**src/rtl/chip_pkg.sv**
```systemverilog
// Shared types and default timing for the chip run controller.
// The bench and the chip top use the same defaults.
package chip_pkg;

  typedef enum logic [2:0] {
    RC_PRE,
    RC_RST,
    RC_POST,
    RC_RUN,
    RC_DONE
  } run_state_t;

  localparam int DEF_PRE_CYC  = 4;
  localparam int DEF_RST_CYC  = 2;
  localparam int DEF_POST_CYC = 2;
  localparam int DEF_MAX_CYC  = 60;
  localparam int DEF_CNT_W    = 32;

  // Largest of the phase lengths, never below 1, used to size the phase counter.
  function automatic int phase_max(input int a, input int b, input int c);
    int m;
    m = 1;
    if (a > m) m = a;
    if (b > m) m = b;
    if (c > m) m = c;
    return m;
  endfunction

endpackage

```
**src/rtl/chip_run_ctrl_sat_counter.sv**
```systemverilog
// Saturating up-counter: clears on clr_i, counts on inc_i, sticks at all-ones.
module sat_counter #(
  parameter int W = 32
) (
  input  logic         clk_i,
  input  logic         clr_i,
  input  logic         inc_i,
  output logic [W-1:0] q_o
);

  logic [W-1:0] q_q;
  logic [W-1:0] q_d;

  // Next value: clear wins over increment; hold once all ones is reached.
  always_comb begin
    q_d = q_q;
    if (clr_i) begin
      q_d = '0;
    end else if (inc_i && (q_q != {W{1'b1}})) begin
      q_d = q_q + W'(1);
    end
  end

  // Counter register.
  always_ff @(posedge clk_i) begin
    q_q <= q_d;
  end

  assign q_o = q_q;

endmodule

```
**src/rtl/chip_run_ctrl.sv**
```systemverilog
// Run controller: sequences chip reset, raises start, runs until halt or
// cycle budget expiry, and counts RUN cycles and fetch activity.
//
// Handshake/valid semantics: inst_valid and data_valid are single-cycle
// qualifiers with no back-pressure; each cycle in RUN with a valid high
// counts exactly once. halt is a level sampled only in RUN. restart is a
// one-cycle pulse that takes effect on the next clock edge; rst overrides it.
module chip_run_ctrl
  import chip_pkg::*;
#(
  parameter int PRE_CYC  = DEF_PRE_CYC,
  parameter int RST_CYC  = DEF_RST_CYC,
  parameter int POST_CYC = DEF_POST_CYC,
  parameter int MAX_CYC  = DEF_MAX_CYC,
  parameter int CNT_W    = DEF_CNT_W
) (
  input  logic             clk,
  input  logic             rst,
  input  logic             restart,
  input  logic             halt,
  input  logic             inst_valid,
  input  logic             data_valid,
  output logic             core_rst_n,
  output logic             start,
  output logic             running,
  output logic             done,
  output logic             timeout,
  output logic [CNT_W-1:0] cyc_cnt,
  output logic [CNT_W-1:0] inst_cnt,
  output logic [CNT_W-1:0] data_cnt,
  output logic [2:0]       dbg_state
);

  localparam int PH_MAX = phase_max(PRE_CYC, RST_CYC, POST_CYC);
  localparam int PH_W   = $clog2(PH_MAX + 1);

  localparam logic [PH_W-1:0] PRE_LAST  = PH_W'((PRE_CYC  > 0) ? PRE_CYC  - 1 : 0);
  localparam logic [PH_W-1:0] RST_LAST  = PH_W'((RST_CYC  > 0) ? RST_CYC  - 1 : 0);
  localparam logic [PH_W-1:0] POST_LAST = PH_W'((POST_CYC > 0) ? POST_CYC - 1 : 0);

  // Zero-length PRE/POST phases are skipped entirely rather than lasting a cycle.
  localparam run_state_t ENTRY_ST     = (PRE_CYC  == 0) ? RC_RST : RC_PRE;
  localparam run_state_t AFTER_RST_ST = (POST_CYC == 0) ? RC_RUN : RC_POST;

  localparam logic [CNT_W-1:0] BUDGET_LAST = CNT_W'((MAX_CYC > 0) ? MAX_CYC - 1 : 0);
  localparam logic             BUDGET_ON   = (MAX_CYC != 0);

  run_state_t      state_q, state_d;
  logic [PH_W-1:0] phase_q, phase_d;
  logic            timeout_q, timeout_d;
  logic            core_rst_n_q;
  logic            run_q;
  logic            done_q;
  logic            expire;
  logic            cnt_clr;
  logic            in_run;

  assign in_run = (state_q == RC_RUN);
  // The budget check uses the count before this cycle's increment, so the
  // exit cycle itself is still counted and cyc_cnt lands on MAX_CYC.
  assign expire = BUDGET_ON && (cyc_cnt == BUDGET_LAST);

  // Next-state logic: phase timing, run exit, restart override.
  always_comb begin
    state_d   = state_q;
    phase_d   = phase_q + PH_W'(1);
    timeout_d = timeout_q;
    case (state_q)
      RC_PRE: begin
        if (phase_q == PRE_LAST) begin
          state_d = RC_RST;
          phase_d = '0;
        end
      end
      RC_RST: begin
        if (phase_q == RST_LAST) begin
          state_d = AFTER_RST_ST;
          phase_d = '0;
        end
      end
      RC_POST: begin
        if (phase_q == POST_LAST) begin
          state_d = RC_RUN;
          phase_d = '0;
        end
      end
      RC_RUN: begin
        phase_d = '0;
        if (halt) begin
          state_d = RC_DONE;
        end else if (expire) begin
          state_d   = RC_DONE;
          timeout_d = 1'b1;
        end
      end
      RC_DONE: begin
        phase_d = '0;
      end
      default: begin
        state_d = ENTRY_ST;
        phase_d = '0;
      end
    endcase
    if (restart) begin
      state_d   = ENTRY_ST;
      phase_d   = '0;
      timeout_d = 1'b0;
    end
  end

  // State register plus outputs registered from the next state so they
  // line up with state_q. While rst is held the outputs show the entry state.
  always_ff @(posedge clk) begin
    if (rst) begin
      state_q      <= ENTRY_ST;
      phase_q      <= '0;
      timeout_q    <= 1'b0;
      core_rst_n_q <= (ENTRY_ST != RC_RST);
      run_q        <= 1'b0;
      done_q       <= 1'b0;
    end else begin
      state_q      <= state_d;
      phase_q      <= phase_d;
      timeout_q    <= timeout_d;
      core_rst_n_q <= (state_d != RC_RST);
      run_q        <= (state_d == RC_RUN);
      done_q       <= (state_d == RC_DONE);
    end
  end

  assign cnt_clr = rst | restart;

  sat_counter #(.W(CNT_W)) u_cyc_cnt (
    .clk_i (clk),
    .clr_i (cnt_clr),
    .inc_i (in_run),
    .q_o   (cyc_cnt)
  );

  sat_counter #(.W(CNT_W)) u_inst_cnt (
    .clk_i (clk),
    .clr_i (cnt_clr),
    .inc_i (in_run & inst_valid),
    .q_o   (inst_cnt)
  );

  sat_counter #(.W(CNT_W)) u_data_cnt (
    .clk_i (clk),
    .clr_i (cnt_clr),
    .inc_i (in_run & data_valid),
    .q_o   (data_cnt)
  );

  assign core_rst_n = core_rst_n_q;
  assign start      = run_q;
  assign running    = run_q;
  assign done       = done_q;
  assign timeout    = timeout_q;
  assign dbg_state  = state_q;

endmodule

```
**config.mk**
```make
export PLATFORM = sky130hd
export DESIGN_NAME = chip_run_ctrl
export DESIGN_NICKNAME = d
export VERILOG_FILES = /design/src/rtl/chip_pkg.sv /design/src/rtl/chip_run_ctrl_sat_counter.sv /design/src/rtl/chip_run_ctrl.sv
export SDC_FILE = /design/constraint.sdc
export NUM_CORES = 1
export LEC_CHECK = 0
export ABC_AREA = 1
export CAP_MARGIN = 40
export CORE_MARGIN = 2
export CORE_UTILIZATION = 30
export CTS_CLUSTER_DIAMETER = 100
export CTS_CLUSTER_SIZE = 40
export DETAILED_ROUTE_END_ITERATION = 10
export PLACE_DENSITY = 0.59
export SYNTH_ARGS = -nofsm -noshare
export SYNTH_HDL_FRONTEND = slang
export SYNTH_SLANG_ARGS = --single-unit
export TNS_END_PERCENT = 1
```
**constraint.sdc**
```tcl
create_clock -name clk -period 3.1 [get_ports clk]
set_input_delay 0.31 -clock clk [delete_from_list [all_inputs] [get_ports clk]]
set_output_delay 0.31 -clock clk [all_outputs]
set_load 0.02 [all_outputs]
```
==> results_dict.tcl, run 1 <==
set metrics [dict create \
    drtAntennaViolNets 0 \
    dr_wl_met3_um 870 \
    synth_edf_count 0 \
    startpoint_type "flip-flop" \
    seq_area_frac_synth 0.306 \
    initialDrtViolationCount 318 \
    n_antenna_cell 0 \
    pwr_density_cell_nw_per_um2 307 \
    routed.top_layer "met4" \
    grt_max_degree 29 \
    clock_path_buffers 2 \
    ys_seq_elements 106 \
    clock_sinks 106 \
    outcome "complete, no violations" \
    io_buffers 109 \
    finalCriticalPeriod_ns 2.19 \
    worstMarginPinSlew_ns 0.416 \
    drive_gt1_frac 0.0797 \
    fmax_mhz 456 \
    setup_viol 0 \
    n_fill_cell 2434 \
    critPathKind "reg2reg" \
    cp-end-kind "flip-flop" \
    cts_htree_levels 3 \
    ir_worst_vdd_uv 233 \
    io_pins 110 \
    grt_pass1_vias 6447 \
    fin_util 0.376 \
    cts_setup_buffers 0 \
    ys.flop_type "dfxtp_1" \
    wl_met2_um 8970 \
    yosysWarnings 0 \
    die_area_sq_um 24400 \
    reg2reg_depth 6 \
    routed_via_density 4.58 \
    cp.required_ns 3.40 \
    die_h_um 156 \
    first_pass_iters 5 \
    max-cap-violations 0 \
    fin_skew_ns 0.0174 \
    wl_met1_um 9570 \
    cts_resized 0 \
    ff2ff_setup_slack_ns 0.91 \
    synthCells 1124 \
    groute.usage.overall 0.165 \
    hold_violations 0 \
    crit_path_end "u_cyc_cnt.q_o[10]$_SDFFE_PP0P_" \
    grt_overflow 0 \
    cts_tree "done" \
    gp_congestion 0.879 \
    place_ws_ns 0.865 \
    syn_area_per_cell_sq_um 6.18 \
    finalSetupTns_ns 0 \
    route.detailed.drc 0 \
    period_share 0.707 \
    worst_slack_ns 0.907 \
    rsz0062_at_grt "no" \
    async_flop_share 0 \
    fp-row-count 55 \
    synth_nets 1138 \
    syn-cell-area_sq_um 6950 \
    p_leak_nw 2.88 \
    start_util 0.306 \
    cp.arrival_ns 2.49 \
    vias 6928 \
    clkLatencyLatePin_ns 0.37 \
    grt_pass1_wl_um 32200 \
    die_x_um 156 \
    path_max_fanout 26 \
    startpoint "dbg_state[0]$_SDFF_PP0_" \
    cts_hold_buffers 0 \
    wl_per_cell_um 13.0 \
    area_growth_syn_to_layout_pct 22.9 \
    dp_hpwl_um 14900 \
    r2r_end "u_cyc_cnt.q_o[10]$_SDFFE_PP0P_" \
    routed_wl_um 19700 \
    min-delay-path-class "reg2reg" \
    r2r-start "dbg_state[0]$_SDFF_PP0_" \
    final_nets 1238 \
    clkTransAtPathRegs_ns 0.07 \
    cts_root_buf "clkbuf_16" \
    worst_hold_path.num_cells 1 \
    antenna_found_initial 0 \
    ys_types 32 \
    max_slew_margin 0.722 \
    drv_slew 0 \
    numCtsBuffers 9 \
    core_sq_um 22700 \
]
## placed cells by master, fill, tap and decap left out, drive strengths merged
master,instances
a21oi,78
a31oi,1
and2,1
buf,4
bufinv,1
clkbuf,9
clkdlybuf4s50,109
clkinv,5
clkinvlp,1
dfxtp,106
ha,8
inv,111
nand2,438
nand3,56
nand3b,2
nand4,13
nor2,220
nor3,4
o21ai,18
or2,1
xnor2,13
xor2,30
## report_power, final
| part | internal (W) | switching, W | total (W) |
|---|---|---|---|
| sequential | 0.00136 | 0.00000130 | 0.00136 |
| clock | 0.000634 | 0.000569 | 0.00120 |
| combinational | 0.0000175 | 0.0000393 | 0.0000568 |
## final cells by class
cell class / count / area, sq um / area share
clock buffer: 9 / 225 / 0.0264
clock inverter: 7 / 77.6 / 0.00909
inverter: 111 / 423 / 0.0495
multi-input combinational: 883 / 4200 / 0.492
sequential: 106 / 2120 / 0.249
tap: 285 / 357 / 0.0418
timing repair buffer: 113 / 1130 / 0.133
## registers in the layout, indices dropped and copies added (netlist names)
register        count
u_inst_cnt.q_o     32
phase_q             3
u_data_cnt.q_o     32
u_cyc_cnt.q_o      32
dbg_state           3
core_rst_n          1
running             1
done                1
timeout             1
## worst max-delay path: stages, from the launching register on
cell and delay (ns):
dfxtp_1 0.41, nand3_1 0.34, inv_1 0.45, nand2_4 0.26, inv_2 0.39, nand2_1 0.13, a21oi_2 0.13
## cells by family after synthesis
| group | after synthesis | synth area share |
|---|---|---|
| AND/OR/NAND/NOR | 735 | 0.448 |
| buffers and inverters | 135 | 0.0903 |
| flip-flops | 106 | 0.306 |
| AO/OA/AOI/OAI | 97 | 0.0879 |
| XOR/XNOR | 43 | 0.0542 |
| adder cells (fa/ha/maj) | 8 | 0.0144 |
## cells in the mapped netlist (all sizes together) (8+ instances only)
cell type | number | share of area
a21oi | 78 | 0.074
buf | 15 | 0.025
clkbuf | 9 | 0.0049
dfxtp | 106 | 0.31
ha | 8 | 0.014
inv | 111 | 0.061
nand2 | 438 | 0.25
nand3 | 56 | 0.040
nand4 | 13 | 0.012
nor2 | 220 | 0.14
o21ai | 18 | 0.013
xnor2 | 13 | 0.016
xor2 | 30 | 0.038
## layer usage
metal  up-vias  global-route usage
met3        21              0.0306
met2       149               0.273
li1       3674                   -
met5         -                   0
met1      3084               0.217
met4         0              0.0494
## per-stage QoR
| stage | instances | total power (W) | hold WS, ns | instance area [sq um] |
|---|---|---|---|---|
| finish | 1514 | 0.00262 | 0.503 | 8540 |
| global route | 1514 | 0.00273 | 0.533 | 8540 |
| CTS | 1514 | 0.00267 | 0.503 | 8540 |
| detailed placement | 1498 | 0.00145 | 0.491 | 8230 |
| global placement | 1498 | 0.00145 | 0.480 | 8230 |
| floorplan | 1124 | 0.00143 | 0.382 | 6950 |
## worst min-delay path by stage
stage | end | startpoint
finish | phase_q[0]$_SDFF_PP0_ | phase_q[0]$_SDFF_PP0_
global route | phase_q[0]$_SDFF_PP0_ | phase_q[0]$_SDFF_PP0_
CTS | phase_q[0]$_SDFF_PP0_ | phase_q[0]$_SDFF_PP0_
detailed placement | phase_q[0]$_SDFF_PP0_ | phase_q[0]$_SDFF_PP0_
global placement | phase_q[0]$_SDFF_PP0_ | phase_q[0]$_SDFF_PP0_
floorplan | dbg_state[1]$_SDFF_PP0_ | rst
No activity file was read; power rests on OpenSTA's default activity.
==> run 2: changes to the inputs <==
==> constraint.sdc (replaced) <==
create_clock -name clk -period 2.2 [get_ports clk]
set_input_delay 0.22 -clock clk [delete_from_list [all_inputs] [get_ports clk]]
set_output_delay 0.22 -clock clk [all_outputs]
set_load 0.02 [all_outputs]
==> run 2 against run 1 <==
Sequential share of layout area fell by 0.45 points. Clock skew fell by 0.0013 ns. Worst hold slack barely moved. Maximum frequency rose by 13%. Cell count rose by 1.3%. Via count rose by 2.3%. Global-route usage rose by 0.23 points. First-iteration DRC count rose by 8.2%. Clock power rose by 36%. Sequential power rose by 41%. Largest cell class unchanged. Largest power group unchanged.
==> results_dict.tcl, run 2 (same netlist as run 1, synthesis figures left out) <==
set metrics [dict create \
    cp-end-kind "flip-flop" \
    place_ws_ns 0.265 \
    period_share 0.880 \
    clkTransAtPathRegs_ns 0.07 \
    setup_viol 0 \
    grt_pass1_wl_um 32700 \
    layout_commonest_cell "nand2_1" \
    wl_per_cell_um 13.1 \
    worstMarginPinSlew_ns 0.417 \
    dr_wl_met3_um 854 \
    fin_skew_ns 0.0161 \
    finalSetupTns_ns 0 \
    wl_met1_um 10100 \
    p_total_w 0.00363 \
    clock_path_buffers 2 \
    n_antenna_cell 0 \
    min-delay-path-class "reg2reg" \
    stdcell_count 1534 \
    cp.arrival_ns 2.22 \
    drive_gt1_frac 0.0937 \
    critPathKind "reg2reg" \
    dp.cells 1519 \
    area_growth_syn_to_layout_pct 25.2 \
    fp-row-count 55 \
    p_leak_nw 2.99 \
    final_nets 1259 \
    cts_root_buf "clkbuf_16" \
    die_area_sq_um 24400 \
    pwr_density_cell_nw_per_um2 418 \
    grt_pass1_vias 6430 \
    cts_hold_buffers 0 \
    startpoint_type "flip-flop" \
    path_max_fanout 18 \
    die_x_um 156 \
    worst_slack_ns 0.264 \
    routed_wl_um 20100 \
    clkLatencyLatePin_ns 0.35 \
    cts_htree_levels 3 \
    hold_violations 0 \
    max-cap-violations 0 \
    outcome "complete, no violations" \
    routed_via_density 4.62 \
    drtAntennaViolNets 0 \
    cts_setup_buffers 0 \
    cts_resized 0 \
    grt_max_degree 32 \
    rsz0062_at_grt "no" \
    gp_congestion 0.927 \
    io_pins 110 \
    max_slew_margin 0.721 \
    start_util 0.306 \
    io_buffers 109 \
    fmax_mhz 516 \
    wl_met2_um 8910 \
    cts_tree "done" \
    die_h_um 156 \
    vias 7085 \
    routed.top_layer "met4" \
    dp_hpwl_um 15400 \
    antenna_found_initial 0 \
    grt_overflow 0 \
    groute.usage.overall 0.167 \
    final_cell_mix "nand2_1, nor2_1, clkdlybuf4s50_1, inv_1, dfxtp_1" \
    route.detailed.drc 0 \
    drv_slew 0 \
    first_pass_iters 4 \
    ir_worst_vdd_uv 250 \
    n_fill_cell 2473 \
    cp.required_ns 2.48 \
    finalCriticalPeriod_ns 1.94 \
    core_sq_um 22700 \
    numCtsBuffers 9 \
    clock_sinks 106 \
    initialDrtViolationCount 344 \
]
==> run 2: layout make-up <==
cell class,instances,area [sq um],area share
multi-input cells,883,4200,0.483
flip-flops and latches,106,2120,0.244
repair buffers,134,1300,0.150
inverters,111,423,0.0486
well taps,285,357,0.0410
clock buffers,14,284,0.0327
clock inverters,1,7.51,0.000863
==> run 2: worst max-delay path, cell delays in order (launching register included) <==
cell	delay [ns]
dfxtp_1	0.41
ha_1	0.27
inv_1	0.10
nor2_4	0.15
nand2_2	0.10
nor2_4	0.20
nand2_4	0.11
nand2_8	0.15
buf_4	0.19
nand2_1	0.06
a21oi_1	0.14
==> run 2: layer usage <==
layer,vias to the layer above,GRT usage
met2,148,0.266
met3,18,0.0256
met5,-,0
met1,3195,0.233
li1,3724,-
met4,0,0.0489
==> run 2: path summary, 6_finish.rpt <==
kind | start | to | slack [ns] | cells past startpoint
worst max-delay path | u_data_cnt.q_o[0]$_SDFFE_PP0P_ | u_data_cnt.q_o[23]$_SDFFE_PP0P_ | 0.26 | 10
worst min-delay path | phase_q[0]$_SDFF_PP0_ | phase_q[0]$_SDFF_PP0_ | 0.50 | 1
worst max register to register | u_data_cnt.q_o[0]$_SDFFE_PP0P_ | u_data_cnt.q_o[23]$_SDFFE_PP0P_ | 0.26 | 10
worst min register to register | phase_q[0]$_SDFF_PP0_ | phase_q[0]$_SDFF_PP0_ | 0.50 | 1
==> run 2: where the power goes <==
| group | internal, W | switching, W |
|---|---|---|
| sequential | 0.00192 | 0.00000190 |
| combinational | 0.0000258 | 0.0000564 |
| clock | 0.000889 | 0.000743 |
==> run 2: metrics by stage <==
stage / hold WS (ns) / utilization / instance area [sq um]
CTS: 0.506 / 0.383 / 8700
detailed placement: 0.489 / 0.370 / 8400
finish: 0.503 / 0.383 / 8700
global placement: 0.480 / 0.370 / 8400
floorplan: 0.292 / - / 6950
global route: 0.514 / 0.383 / 8700
==> run 3: changes to the inputs <==
--- a/config.mk
+++ b/config.mk
@@ -13,6 +13,7 @@
 export CTS_CLUSTER_SIZE = 40
 export DETAILED_ROUTE_END_ITERATION = 10
 export PLACE_DENSITY = 0.59
+export SLEW_MARGIN = 10
 export SYNTH_ARGS = -nofsm -noshare
 export SYNTH_HDL_FRONTEND = slang
 export SYNTH_SLANG_ARGS = --single-unit
==> constraint.sdc (replaced) <==
create_clock -name clk -period 2 [get_ports clk]
set_input_delay 0.2 -clock clk [delete_from_list [all_inputs] [get_ports clk]]
set_output_delay 0.2 -clock clk [all_outputs]
set_load 0.02 [all_outputs]
==> run 3 against run 2 <==
Register-to-register slack worse by 0.07 ns. Largest power group unchanged. Via count increased by 0.49%. Clock skew shrank 0.0037 ns. Die area did not move. Critical path depth unchanged. Cell area increased by 1.9%. Worst hold slack worse by 0.021 ns.
==> results_dict.tcl, run 3 (same netlist as run 1, synthesis figures left out) <==
set metrics [dict create \
    path_cells "ha_1 -> inv_1 -> nor2_4 -> nand2_4 -> nor2_8 -> nand2_4 -> nand2_4 -> buf_4 -> o21ai_0 -> a21oi_1" \
    first_pass_iters 5 \
    ir_worst_vdd_uv 252 \
    io_buffers 109 \
    drtAntennaViolNets 0 \
    cpLargestDelayFamily "simple AND/OR/NAND/NOR gates" \
    clkTransAtPathRegs_ns 0.07 \
    initialDrtViolationCount 328 \
    routed_via_density 4.59 \
    fmax_mhz 555 \
    die_area_sq_um 24400 \
    crit_top_cell "nand2_4" \
    p_leak_nw 3.09 \
    finalCriticalPeriod_ns 1.80 \
    numCtsBuffers 9 \
    n_fill_cell 2468 \
    fp-row-count 55 \
    layout_commonest_cell "nand2_1" \
    routed_wl_um 20300 \
    slowest_stage "dfxtp_1" \
    outcome "complete, no violations" \
    n_antenna_cell 0 \
    ff2ff_setup_slack_ns 0.20 \
    finalSetupTns_ns 0 \
    cp-end-kind "flip-flop" \
    setup_viol 0 \
    io_pins 110 \
    fin_skew_ns 0.0124 \
    startpoint_type "flip-flop" \
    cts_root_buf "clkbuf_16" \
    antenna_found_initial 0 \
    period_share 0.901 \
    cp.arrival_ns 2.09 \
    cts_setup_buffers 0 \
    drive_gt1_frac 0.107 \
    grt_pass1_wl_um 33900 \
    dp_hpwl_um 15700 \
    cts_resized 0 \
    die_x_um 156 \
    cts_tree "done" \
    grt_overflow 0 \
    drv_slew 0 \
    cp.required_ns 2.28 \
    cp_slowest_stage_delay_ns 0.34 \
    cts_htree_levels 3 \
    grt_max_degree 47 \
    groute.usage.overall 0.173 \
    wl_per_cell_um 13.1 \
    critPathKind "reg2reg" \
    final_cell_mix "nand2_1, nor2_1, clkdlybuf4s50_1, inv_1, dfxtp_1" \
    grt_pass1_vias 6770 \
    rsz0062_at_grt "no" \
    pwr_density_cell_nw_per_um2 465 \
    gp_congestion 0.884 \
    final_nets 1276 \
    die_h_um 156 \
    vias 7120 \
    max-cap-violations 0 \
    max_slew_margin 0.735 \
    cts_hold_buffers 0 \
    hold_violations 0 \
    clock_path_buffers 2 \
    path_max_fanout 14 \
    critPathBufInv 2 \
    min-delay-path-class "in2reg" \
    start_util 0.306 \
    core_sq_um 22700 \
    route.detailed.drc 0 \
    clkLatencyLatePin_ns 0.36 \
    area_growth_syn_to_layout_pct 27.5 \
    hold_ws_ns 0.482 \
    clock_sinks 106 \
    worstMarginPinSlew_ns 0.396 \
]
-- run 3: path summary, 6_finish.rpt --
check | startpoint | to | cells past startpoint
setup / recovery | u_cyc_cnt.q_o[0]$_SDFFE_PP0P_ | u_cyc_cnt.q_o[0]$_SDFFE_PP0P_ | 10
hold reg to reg | phase_q[0]$_SDFF_PP0_ | phase_q[0]$_SDFF_PP0_ | 1
setup reg to reg | u_cyc_cnt.q_o[0]$_SDFFE_PP0P_ | u_cyc_cnt.q_o[0]$_SDFFE_PP0P_ | 10
hold / removal | rst | dbg_state[1]$_SDFF_PP0_ | 2
-- run 3: power breakdown --
group / switching [W] / internal [W]
clock network: 0.000832 / 0.00109
logic: 0.0000603 / 0.0000259
registers: 0.00000196 / 0.00211
-- run 3: layout make-up --
class                      count  area (sq um)  share of cell area
clock inverter                 5          80.1             0.00904
clock buffer                  10           229              0.0259
timing repair buffer         151          1440               0.163
multi-input combinational    883          4200               0.474
inverter                     111           423              0.0477
tap                          285           357              0.0403
sequential                   106          2120               0.240
-- run 3: layer usage --
metal	up-vias	routed length, um	global-route usage
li1	3742	-	-
met4	0	208	0.0428
met2	151	9350	0.289
met1	3211	9980	0.236
met3	16	807	0.0247
met5	-	0	0
-- run 3: per-stage QoR --
step	cell area, sq um	utilization	total power, W	setup slack, ns	instances
final	8860	0.390	0.00412	0.198	1551
after global routing	8860	0.390	0.00429	0.0205	1551
after CTS	8850	0.390	0.00419	0.0985	1551
after detailed placement	8540	0.376	0.00225	0.122	1536
after global placement	8540	0.376	0.00225	0.207	1536
after floorplan	6950	-	0.00221	0.139	1124
